===== src/rtl/ft_bus_arbiter_if.sv =====
// Bundle of FT chip pad signals and the two word streams served by ft_bus_arbiter.
// tx stream: a word moves on every rising edge where tx_valid & tx_ready; rx stream has no ready, each rx_valid pulse is one word.
interface ft_bus_arbiter_if;
   logic        TXE_N;
   logic        RXF_N;
   logic        WR_N;
   logic        RD_N;
   logic        OE_N;
   logic [31:0] DATA_OUT;
   logic [3:0]  BE_OUT;
   logic        DATA_OE;
   logic [31:0] DATA_IN;
   logic [3:0]  BE_IN;
   logic        tx_valid;
   logic [31:0] tx_data;
   logic        tx_ready;
   logic        rx_valid;
   logic [31:0] rx_data;
   logic [3:0]  rx_be;
   logic        rx_afull;

   modport master (
      input  TXE_N, RXF_N, DATA_IN, BE_IN, tx_valid, tx_data, rx_afull,
      output WR_N, RD_N, OE_N, DATA_OUT, BE_OUT, DATA_OE, tx_ready, rx_valid, rx_data, rx_be
   );

   modport slave (
      output TXE_N, RXF_N, DATA_IN, BE_IN, tx_valid, tx_data, rx_afull,
      input  WR_N, RD_N, OE_N, DATA_OUT, BE_OUT, DATA_OE, tx_ready, rx_valid, rx_data, rx_be
   );
endinterface


===== src/rtl/ft_bus_arbiter.sv =====
// Half-duplex FT bus arbiter: alternates bounded write bursts and read bursts on a shared
// data bus, with a one-cycle OE turnaround before reads and a one-cycle idle after them.
module ft_bus_arbiter #(
   parameter int unsigned BURST_MAX = 16
) (
   input  logic              CLK,
   input  logic              RST_N,
   ft_bus_arbiter_if.master  bus,
   output logic [2:0]        o_state
);
   localparam int unsigned CW = $clog2(BURST_MAX + 1);

   typedef enum logic [2:0] {
      IDLE     = 3'd0,
      TX_BURST = 3'd1,
      RX_OE    = 3'd2,
      RX_BURST = 3'd3,
      RX_END   = 3'd4
   } state_t;

   logic [1:0]    r_rst_sync;
   logic          w_rst_n;
   state_t        r_state;
   state_t        w_next;
   logic [CW-1:0] r_count;
   logic          r_last_tx;
   logic          r_wr_n, r_rd_n, r_oe_n, r_data_oe, r_rx_valid;
   logic [31:0]   r_data_out, r_rx_data;
   logic [3:0]    r_be_out, r_rx_be;

   logic          w_tx_pend, w_rx_pend, w_grant_tx, w_grant_rx;
   logic          w_tx_ready, w_tx_hs, w_rx_acc, w_rx_stop;
   logic [CW-1:0] w_cnt_inc;
   logic          w_wr_n_d, w_rd_n_d, w_oe_n_d, w_data_oe_d, w_rx_valid_d, w_last_tx_d;
   logic [31:0]   w_data_out_d, w_rx_data_d;
   logic [3:0]    w_be_out_d, w_rx_be_d;
   logic [CW-1:0] w_count_d;

   // Assertion is immediate; release only reaches the logic after two edges.
   always_ff @(posedge CLK or negedge RST_N) begin
      if (!RST_N) r_rst_sync <= 2'b00;
      else        r_rst_sync <= {r_rst_sync[0], 1'b1};
   end
   assign w_rst_n = r_rst_sync[1];

   assign w_tx_pend  = bus.tx_valid & ~bus.TXE_N;
   assign w_rx_pend  = ~bus.RXF_N & ~bus.rx_afull;
   assign w_grant_tx = w_tx_pend & (~w_rx_pend | ~r_last_tx);
   assign w_grant_rx = w_rx_pend & (~w_tx_pend | r_last_tx);
   assign w_tx_hs    = bus.tx_valid & w_tx_ready;
   assign w_rx_acc   = (r_state == RX_BURST) & ~r_rd_n & ~bus.RXF_N;
   assign w_rx_stop  = bus.RXF_N | bus.rx_afull | (w_rx_acc & (r_count == CW'(BURST_MAX - 1)));
   assign w_cnt_inc  = (r_count == CW'(BURST_MAX)) ? r_count : r_count + 1'b1;

   always_ff @(posedge CLK or negedge w_rst_n) begin
      if (!w_rst_n) r_state <= IDLE;
      else          r_state <= w_next;
   end

   always_comb begin
      w_next = r_state;
      case (r_state)
         IDLE:     if (w_grant_tx) w_next = TX_BURST;
                   else if (w_grant_rx) w_next = RX_OE;
         TX_BURST: if (!w_tx_hs) w_next = IDLE;
         RX_OE:    w_next = RX_BURST;
         RX_BURST: if (w_rx_stop) w_next = RX_END;
         RX_END:   w_next = IDLE;
         default:  w_next = IDLE;
      endcase
   end

   always_comb begin
      w_wr_n_d     = 1'b1;
      w_rd_n_d     = 1'b1;
      w_oe_n_d     = 1'b1;
      w_data_oe_d  = 1'b0;
      w_rx_valid_d = 1'b0;
      w_tx_ready   = 1'b0;
      w_data_out_d = r_data_out;
      w_be_out_d   = r_be_out;
      w_rx_data_d  = r_rx_data;
      w_rx_be_d    = r_rx_be;
      w_count_d    = r_count;
      w_last_tx_d  = r_last_tx;
      case (r_state)
         IDLE: begin
            if (w_grant_tx) begin
               w_data_oe_d = 1'b1;
               w_count_d   = '0;
               w_last_tx_d = 1'b1;
            end else if (w_grant_rx) begin
               w_oe_n_d    = 1'b0;
               w_count_d   = '0;
               w_last_tx_d = 1'b0;
            end
         end
         TX_BURST: begin
            w_tx_ready = ~bus.TXE_N & (r_count < CW'(BURST_MAX));
            // Pads stay driven through the final strobe; released on the way back to IDLE.
            if (w_tx_hs) begin
               w_wr_n_d     = 1'b0;
               w_data_oe_d  = 1'b1;
               w_data_out_d = bus.tx_data;
               w_be_out_d   = 4'b1111;
               w_count_d    = w_cnt_inc;
            end
         end
         RX_OE: begin
            w_rd_n_d = 1'b0;
            w_oe_n_d = 1'b0;
         end
         RX_BURST: begin
            if (w_rx_acc) begin
               w_rx_valid_d = 1'b1;
               w_rx_data_d  = bus.DATA_IN;
               w_rx_be_d    = bus.BE_IN;
               w_count_d    = w_cnt_inc;
            end
            if (!w_rx_stop) begin
               w_rd_n_d = 1'b0;
               w_oe_n_d = 1'b0;
            end
         end
         default: ;
      endcase
   end

   always_ff @(posedge CLK or negedge w_rst_n) begin
      if (!w_rst_n) begin
         r_wr_n     <= 1'b1;
         r_rd_n     <= 1'b1;
         r_oe_n     <= 1'b1;
         r_data_oe  <= 1'b0;
         r_rx_valid <= 1'b0;
         r_data_out <= '0;
         r_be_out   <= '0;
         r_rx_data  <= '0;
         r_rx_be    <= '0;
         r_count    <= '0;
         r_last_tx  <= 1'b0;
      end else begin
         r_wr_n     <= w_wr_n_d;
         r_rd_n     <= w_rd_n_d;
         r_oe_n     <= w_oe_n_d;
         r_data_oe  <= w_data_oe_d;
         r_rx_valid <= w_rx_valid_d;
         r_data_out <= w_data_out_d;
         r_be_out   <= w_be_out_d;
         r_rx_data  <= w_rx_data_d;
         r_rx_be    <= w_rx_be_d;
         r_count    <= w_count_d;
         r_last_tx  <= w_last_tx_d;
      end
   end

   assign bus.WR_N     = r_wr_n;
   assign bus.RD_N     = r_rd_n;
   assign bus.OE_N     = r_oe_n;
   assign bus.DATA_OE  = r_data_oe;
   assign bus.DATA_OUT = r_data_out;
   assign bus.BE_OUT   = r_be_out;
   assign bus.tx_ready = w_tx_ready;
   assign bus.rx_valid = r_rx_valid;
   assign bus.rx_data  = r_rx_data;
   assign bus.rx_be    = r_rx_be;
   assign o_state      = r_state;
endmodule

===== src/flat_wrapper.sv =====
// flat-port wrapper written by rule: the top's interface ports become plain ports
module ft_bus_arbiter_flat 
#(
   parameter int unsigned BURST_MAX = 16
)
  (CLK, RST_N, o_state, bus_TXE_N, bus_RXF_N, bus_DATA_IN, bus_BE_IN, bus_tx_valid, bus_tx_data, bus_rx_afull, bus_WR_N, bus_RD_N, bus_OE_N, bus_DATA_OUT, bus_BE_OUT, bus_DATA_OE, bus_tx_ready, bus_rx_valid, bus_rx_data, bus_rx_be);
  ft_bus_arbiter_if bus_i ();
  input  logic CLK;
  input  logic RST_N;
  output logic [2:0] o_state;
  input wire logic [$bits(bus_i.TXE_N)-1:0] bus_TXE_N;
  input wire logic [$bits(bus_i.RXF_N)-1:0] bus_RXF_N;
  input wire logic [$bits(bus_i.DATA_IN)-1:0] bus_DATA_IN;
  input wire logic [$bits(bus_i.BE_IN)-1:0] bus_BE_IN;
  input wire logic [$bits(bus_i.tx_valid)-1:0] bus_tx_valid;
  input wire logic [$bits(bus_i.tx_data)-1:0] bus_tx_data;
  input wire logic [$bits(bus_i.rx_afull)-1:0] bus_rx_afull;
  output wire logic [$bits(bus_i.WR_N)-1:0] bus_WR_N;
  output wire logic [$bits(bus_i.RD_N)-1:0] bus_RD_N;
  output wire logic [$bits(bus_i.OE_N)-1:0] bus_OE_N;
  output wire logic [$bits(bus_i.DATA_OUT)-1:0] bus_DATA_OUT;
  output wire logic [$bits(bus_i.BE_OUT)-1:0] bus_BE_OUT;
  output wire logic [$bits(bus_i.DATA_OE)-1:0] bus_DATA_OE;
  output wire logic [$bits(bus_i.tx_ready)-1:0] bus_tx_ready;
  output wire logic [$bits(bus_i.rx_valid)-1:0] bus_rx_valid;
  output wire logic [$bits(bus_i.rx_data)-1:0] bus_rx_data;
  output wire logic [$bits(bus_i.rx_be)-1:0] bus_rx_be;
  assign bus_i.TXE_N = bus_TXE_N;
  assign bus_i.RXF_N = bus_RXF_N;
  assign bus_i.DATA_IN = bus_DATA_IN;
  assign bus_i.BE_IN = bus_BE_IN;
  assign bus_i.tx_valid = bus_tx_valid;
  assign bus_i.tx_data = bus_tx_data;
  assign bus_i.rx_afull = bus_rx_afull;
  assign bus_WR_N = bus_i.WR_N;
  assign bus_RD_N = bus_i.RD_N;
  assign bus_OE_N = bus_i.OE_N;
  assign bus_DATA_OUT = bus_i.DATA_OUT;
  assign bus_BE_OUT = bus_i.BE_OUT;
  assign bus_DATA_OE = bus_i.DATA_OE;
  assign bus_tx_ready = bus_i.tx_ready;
  assign bus_rx_valid = bus_i.rx_valid;
  assign bus_rx_data = bus_i.rx_data;
  assign bus_rx_be = bus_i.rx_be;
  ft_bus_arbiter #(.BURST_MAX(BURST_MAX)) u_core (.CLK(CLK), .RST_N(RST_N), .bus(bus_i), .o_state(o_state));
endmodule

===== config.mk =====
export PLATFORM = sky130hd
export DESIGN_NAME = ft_bus_arbiter_flat
export DESIGN_NICKNAME = d
export VERILOG_FILES = /design/src/rtl/ft_bus_arbiter_if.sv /design/src/rtl/ft_bus_arbiter.sv /design/src/flat_wrapper.sv
export SDC_FILE = /design/constraint.sdc
export NUM_CORES = 1
export LEC_CHECK = 0
export CAP_MARGIN = 20
export CORE_MARGIN = 8
export CORE_UTILIZATION = 46
export CTS_BUF_LIST = sky130_fd_sc_hd__clkbuf_2 sky130_fd_sc_hd__clkbuf_4 sky130_fd_sc_hd__clkbuf_8
export DETAILED_ROUTE_END_ITERATION = 16
export PLACE_DENSITY = 0.88
export SLEW_MARGIN = 20
export SYNTH_ARGS = -nofsm -noshare
export SYNTH_HDL_FRONTEND = slang
export SYNTH_SLANG_ARGS = --single-unit

===== constraint.sdc =====
create_clock -name CLK -period 6.7 [get_ports CLK]
set_clock_uncertainty 0.2 [all_clocks]
set_input_delay 1.34 -clock CLK [delete_from_list [all_inputs] [get_ports CLK]]
set_output_delay 1.34 -clock CLK [all_outputs]
set_load 0.1 [all_outputs]

# After elaboration in Yosys (flattened, before gate mapping)
# Index checks and enable logic that the tools add are counted.
[classes]
div_mod_pow = 0
n_shift = 0
reduce_logical = 8
multipliers = 0
bitwise_logic = 20
n_mux = 26
n_eq_ne = 10
add_sub_neg = 1
order_cmp = 1
[ops]
columns = ["cell", "count"]
rows = [
  ["5-bit two-way mux", 5],
  ["5-bit case mux with 3 select lines", 1],
  ["1-bit two-way mux", 12],
  ["3-bit two-way mux", 4],
  ["3-bit case mux with 4 select lines", 1],
  ["1-bit bitwise AND", 9],
  ["1-bit NOT", 7],
  ["3-bit by 2-bit equality test with 1-bit output (second input constant)", 2],
  ["2-bit by 1-bit != test with 1-bit output (second input constant)", 3],
  ["2-bit AND reduction", 3],
  ["5-bit by 1-bit adder with 5-bit output (second input constant)", 1],
  ["5-bit by 4-bit equality test with 1-bit output (second input constant)", 1],
  ["5-bit equality test (second input constant)", 1],
  ["5-bit less-than comparator (second input constant)", 1],
  ["1-bit bitwise OR", 4],
  ["1-bit case mux with 2 select lines", 2],
  ["4-bit AND reduction", 1],
  ["3-bit by 1-bit equality test with 1-bit output (second input constant)", 1],
  ["3-bit zero test", 1],
  ["3-bit by 1-bit != test with 1-bit output (second input constant)", 1],
  ["1-bit case mux with 3 select lines", 1],
  ["3-bit AND reduction", 1],
  ["3-bit nonzero test", 1],
  ["2-bit != test (second input constant)", 1],
  ["2-bit nonzero test", 1],
]
[word_totals]
mem_bits_rw = 0
register_bits = 85
latch_bits = 0
n_memories = 0
rom_bits = 0
wordCells = 79
out_inout_bits = 81

# Longest topological paths before layout
[logic_depth]
word_depth = 8
depth_mapped = 7

# Least setup slack after synthesis
# OpenSTA, ideal clock, no wires.
[synth_timing]
kind = "input port to output port"
startpoint = "input bus_TXE_N"
endpoint = "output bus_tx_ready"
path_slack_ns = 2.918
path_buffers = 0
arrival_ns = 2.242
path_stages = 2
cell_sequence = "nor2_1 -> and3_1"
[synth_via]
elab_chain_len = 3
[synth_rtl]
columns = ["item", "line", "text"]
rows = [
  ["start, declared", "flat_wrapper.sv:11", "input wire logic [$bits(bus_i.TXE_N)-1:0] bus_TXE_N;"],
  ["1-bit NOT", "ft_bus_arbiter.sv:99", "w_tx_ready = ~bus.TXE_N & (r_count < CW'(BURST_MAX));"],
  ["1-bit bitwise AND", "ft_bus_arbiter.sv:99", ""],
  ["1-bit two-way mux", "ft_bus_arbiter.sv:86", "case (r_state)"],
  ["end, declared", "flat_wrapper.sv:24", "output wire logic [$bits(bus_i.tx_ready)-1:0] bus_tx_ready;"],
]
# Every way passes these cells.

# Worst setup path after layout
# Ends and elaborated chain as after synthesis.

==> reports/results.ini <==
[clock_network]
cts_resized=0
numClockSinks=85
cts_tree=built
clock_tree.root_cell=clkbuf_8
hold_buffers=0
htreeDepth=3
cts_buffers=9
cts_buffer_depth=2
clock_latency_ns=0.35
clk_pin_slew_worst_paths_ns=0.09
cts_setup_buffers=0

[global_route]
grt_pass1_vias=2620
grt_use_total_pct=16.8
overflow=0
grt_pass1_wl_um=13400
grt_max_degree=84
antenna_found_initial=0

[logic_synthesis]
ys_top_cells_by_count=dfrtp_1, mux2_2, mux2_4
synth_ff_type=dfrtp_1
syn_avg_cell_area_um2=15.5
yosysTopAreaCellShare_pct=60.7
synth_top_cell_by_area=dfrtp_1
syn_nets=295
synth-edff-count=0
synthArstFlopShare_pct=100
yosysMostFrequentCell=dfrtp_1
synth_seq_cells=85
synth_top_cells_by_area=dfrtp_1, mux2_2, mux2_4
synth_cell_types=33
syn_area_um2=3380
synthCells=218
yosysWarnings=0
ys_seq_area_share_pct=63.1

[critical_path]
cp_slowest_stage_delay_ns=1.13
path_cells=clkdlybuf4s50_1 > nor2_1 > and3_1 > clkdlybuf4s50_1
critPathArrivalTime_ns=3.20
cp.buffers_inverters=2
critPathSlowestCell=clkdlybuf4s50_1
critPathKind=primary input to output port
crit_required_ns=5.16
crit_top_cell=clkdlybuf4s50_1
cp-start-kind=primary input
rrSetupSlack_ns=3.86
cpLargestDelayFamily=buffers and inverters
path_max_fanout=2
endpoint_kind=output port

[placed_design]
numPortBuffers=154
place.gp.congestion=0.743
dp_hpwl_um=6430

[finish]
area_growth_syn_to_layout_pct=53.5
regArea_um2=2130
multi_input_area_um2=1130
num_antenna_cells=0
drive_gt1_share_pct=25.4
fill_cells=495
nets=450

[sta]
max_slew_margin_pct=32.0
period_minus_slack_ns=4.74
setup_tns_ns=0
finalSetupViolations=0
final_hold_viol_count=0
fmax_mhz=211
period_share_pct=70.8
rsz0062_at_grt=false
tightest_slew_ns=1.02
drv_slew=0

[floorplan]
ioPinCount=155
coreArea_um2=7180
die_h_um=102
num_rows=31
die_w_um=102
start_util_pct=47.1
die-area_um2=10300

[worst_hold_path]
hp-class=flop to asynchronous set/reset pin

[run]
cap_viol_max_count=0

[routing]
routed_wl_um=8620
via_per_inst=4.85
num_vias=2315
first_pass_iters=4
wl_per_cell_um=18.1
drtIter0Drc=72
drc=0
ant_nets=0

[status]
status=finished, final reports clean

==> state kept, by name (all words and copies together), names as in the netlist <==
name and count:
u_core.bus.rx_valid 1, u_core.bus.RD_N 1, u_core.bus.rx_data 32, u_core.o_state 3, u_core.bus.WR_N 1, u_core.r_last_tx 1, u_core.bus.BE_OUT 1, u_core.bus.OE_N 1
u_core.r_rst_sync 2, u_core.bus.rx_be 4, u_core.bus.DATA_OUT 32, u_core.bus.DATA_OE 1, u_core.r_count 5
==> logic make-up after synthesis <==
logic type | synth area share [%]
AO/OA/AOI/OAI | 2.74
adder cells (fa/ha/maj) | 1.11
buffers and inverters | 3.48
flip-flops | 63.1
multiplexers | 24.6
other | 0.111
AND/OR/NAND/NOR | 4.89
==> routing by layer <==
metal	vias up	global-route usage [%]	wire length (µm)
li1	1062	-	-
met1	1148	18.3	3190
met2	95	28.6	4380
met3	10	6.39	882
met4	0	7.45	161
met5	-	0	0
==> worst paths after layout <==
path	cells past startpoint	end	start
max in group asynchronous	1	u_core.r_rst_sync[1]$_DFF_PN0_	RST_N
hold / removal	0	u_core.r_count[3]$_DFFE_PN0P_	u_core.r_rst_sync[1]$_DFF_PN0_
setup reg to reg	5	u_core.r_count[4]$_DFFE_PN0P_	u_core.o_state[2]$_DFFE_PN0P_
hold reg to reg	0	u_core.r_count[3]$_DFFE_PN0P_	u_core.r_rst_sync[1]$_DFF_PN0_
setup / recovery	4	bus_tx_ready	bus_TXE_N
min in group CLK	0	u_core.r_rst_sync[1]$_DFF_PN0_	u_core.r_rst_sync[0]$_DFF_PN0_
==> through the flow <==
step / cells / hold WS, ns / setup slack [ns] / area, µm² / util, %
2_1_floorplan: 218 / 0.131 / 2.92 / 3380 / -
3_3_place_gp: 460 / 0.138 / 1.99 / 4960 / 69.1
5_1_grt: 477 / 0.132 / 1.88 / 5190 / 72.3
4_1_cts: 476 / 0.160 / 1.95 / 5160 / 71.9
3_5_place_dp: 460 / 0.144 / 1.97 / 4960 / 69.1
6_report: 477 / 0.0868 / 1.96 / 5190 / 72.3
==> cell type report <==
class / count / area share (%)
Inverter: 6 / 0.434
Sequential cell: 85 / 41.2
Multi-Input combinational cell: 115 / 21.8
Clock inverter: 7 / 1.45
Clock buffer: 9 / 2.39
Tap cell: 99 / 2.39
Timing Repair Buffer: 156 / 30.4
==> layout by cell type (no fill, tap or decap), drive strengths merged <==
| cell type | synthesis | final |
|---|---|---|
| clkdlybuf4s50 | 0 | 154 |
| dfrtp | 82 | 82 |
| mux2 | 69 | 69 |
| clkbuf | 0 | 9 |
| nand2 | 7 | 7 |
| inv | 6 | 7 |
| and3 | 4 | 4 |
| o21ai | 4 | 4 |
| nor2 | 3 | 3 |
| ha | 3 | 3 |
| clkinvlp | 0 | 3 |
| dfstp | 3 | 3 |
| a211o | 2 | 2 |
| nand2b | 2 | 2 |
| nor3 | 2 | 2 |
| nor2b | 2 | 2 |
| nand3 | 2 | 2 |
| nor3b | 2 | 2 |
| mux2i | 2 | 2 |
| clkinv | 0 | 2 |
| buf | 12 | 2 |
| or4 | 1 | 1 |
| and2b | 1 | 1 |
| nand4 | 1 | 1 |
| a21o | 1 | 1 |
| o21a | 1 | 1 |
| nor4 | 1 | 1 |
| a31oi | 1 | 1 |
| a41oi | 1 | 1 |
| a21bo | 1 | 1 |
| and4 | 1 | 1 |
| bufinv | 0 | 1 |
| conb | 1 | 1 |
Power is not shown: default switching activity piles up to over one toggle a cycle in this logic, so the estimate is an artifact.
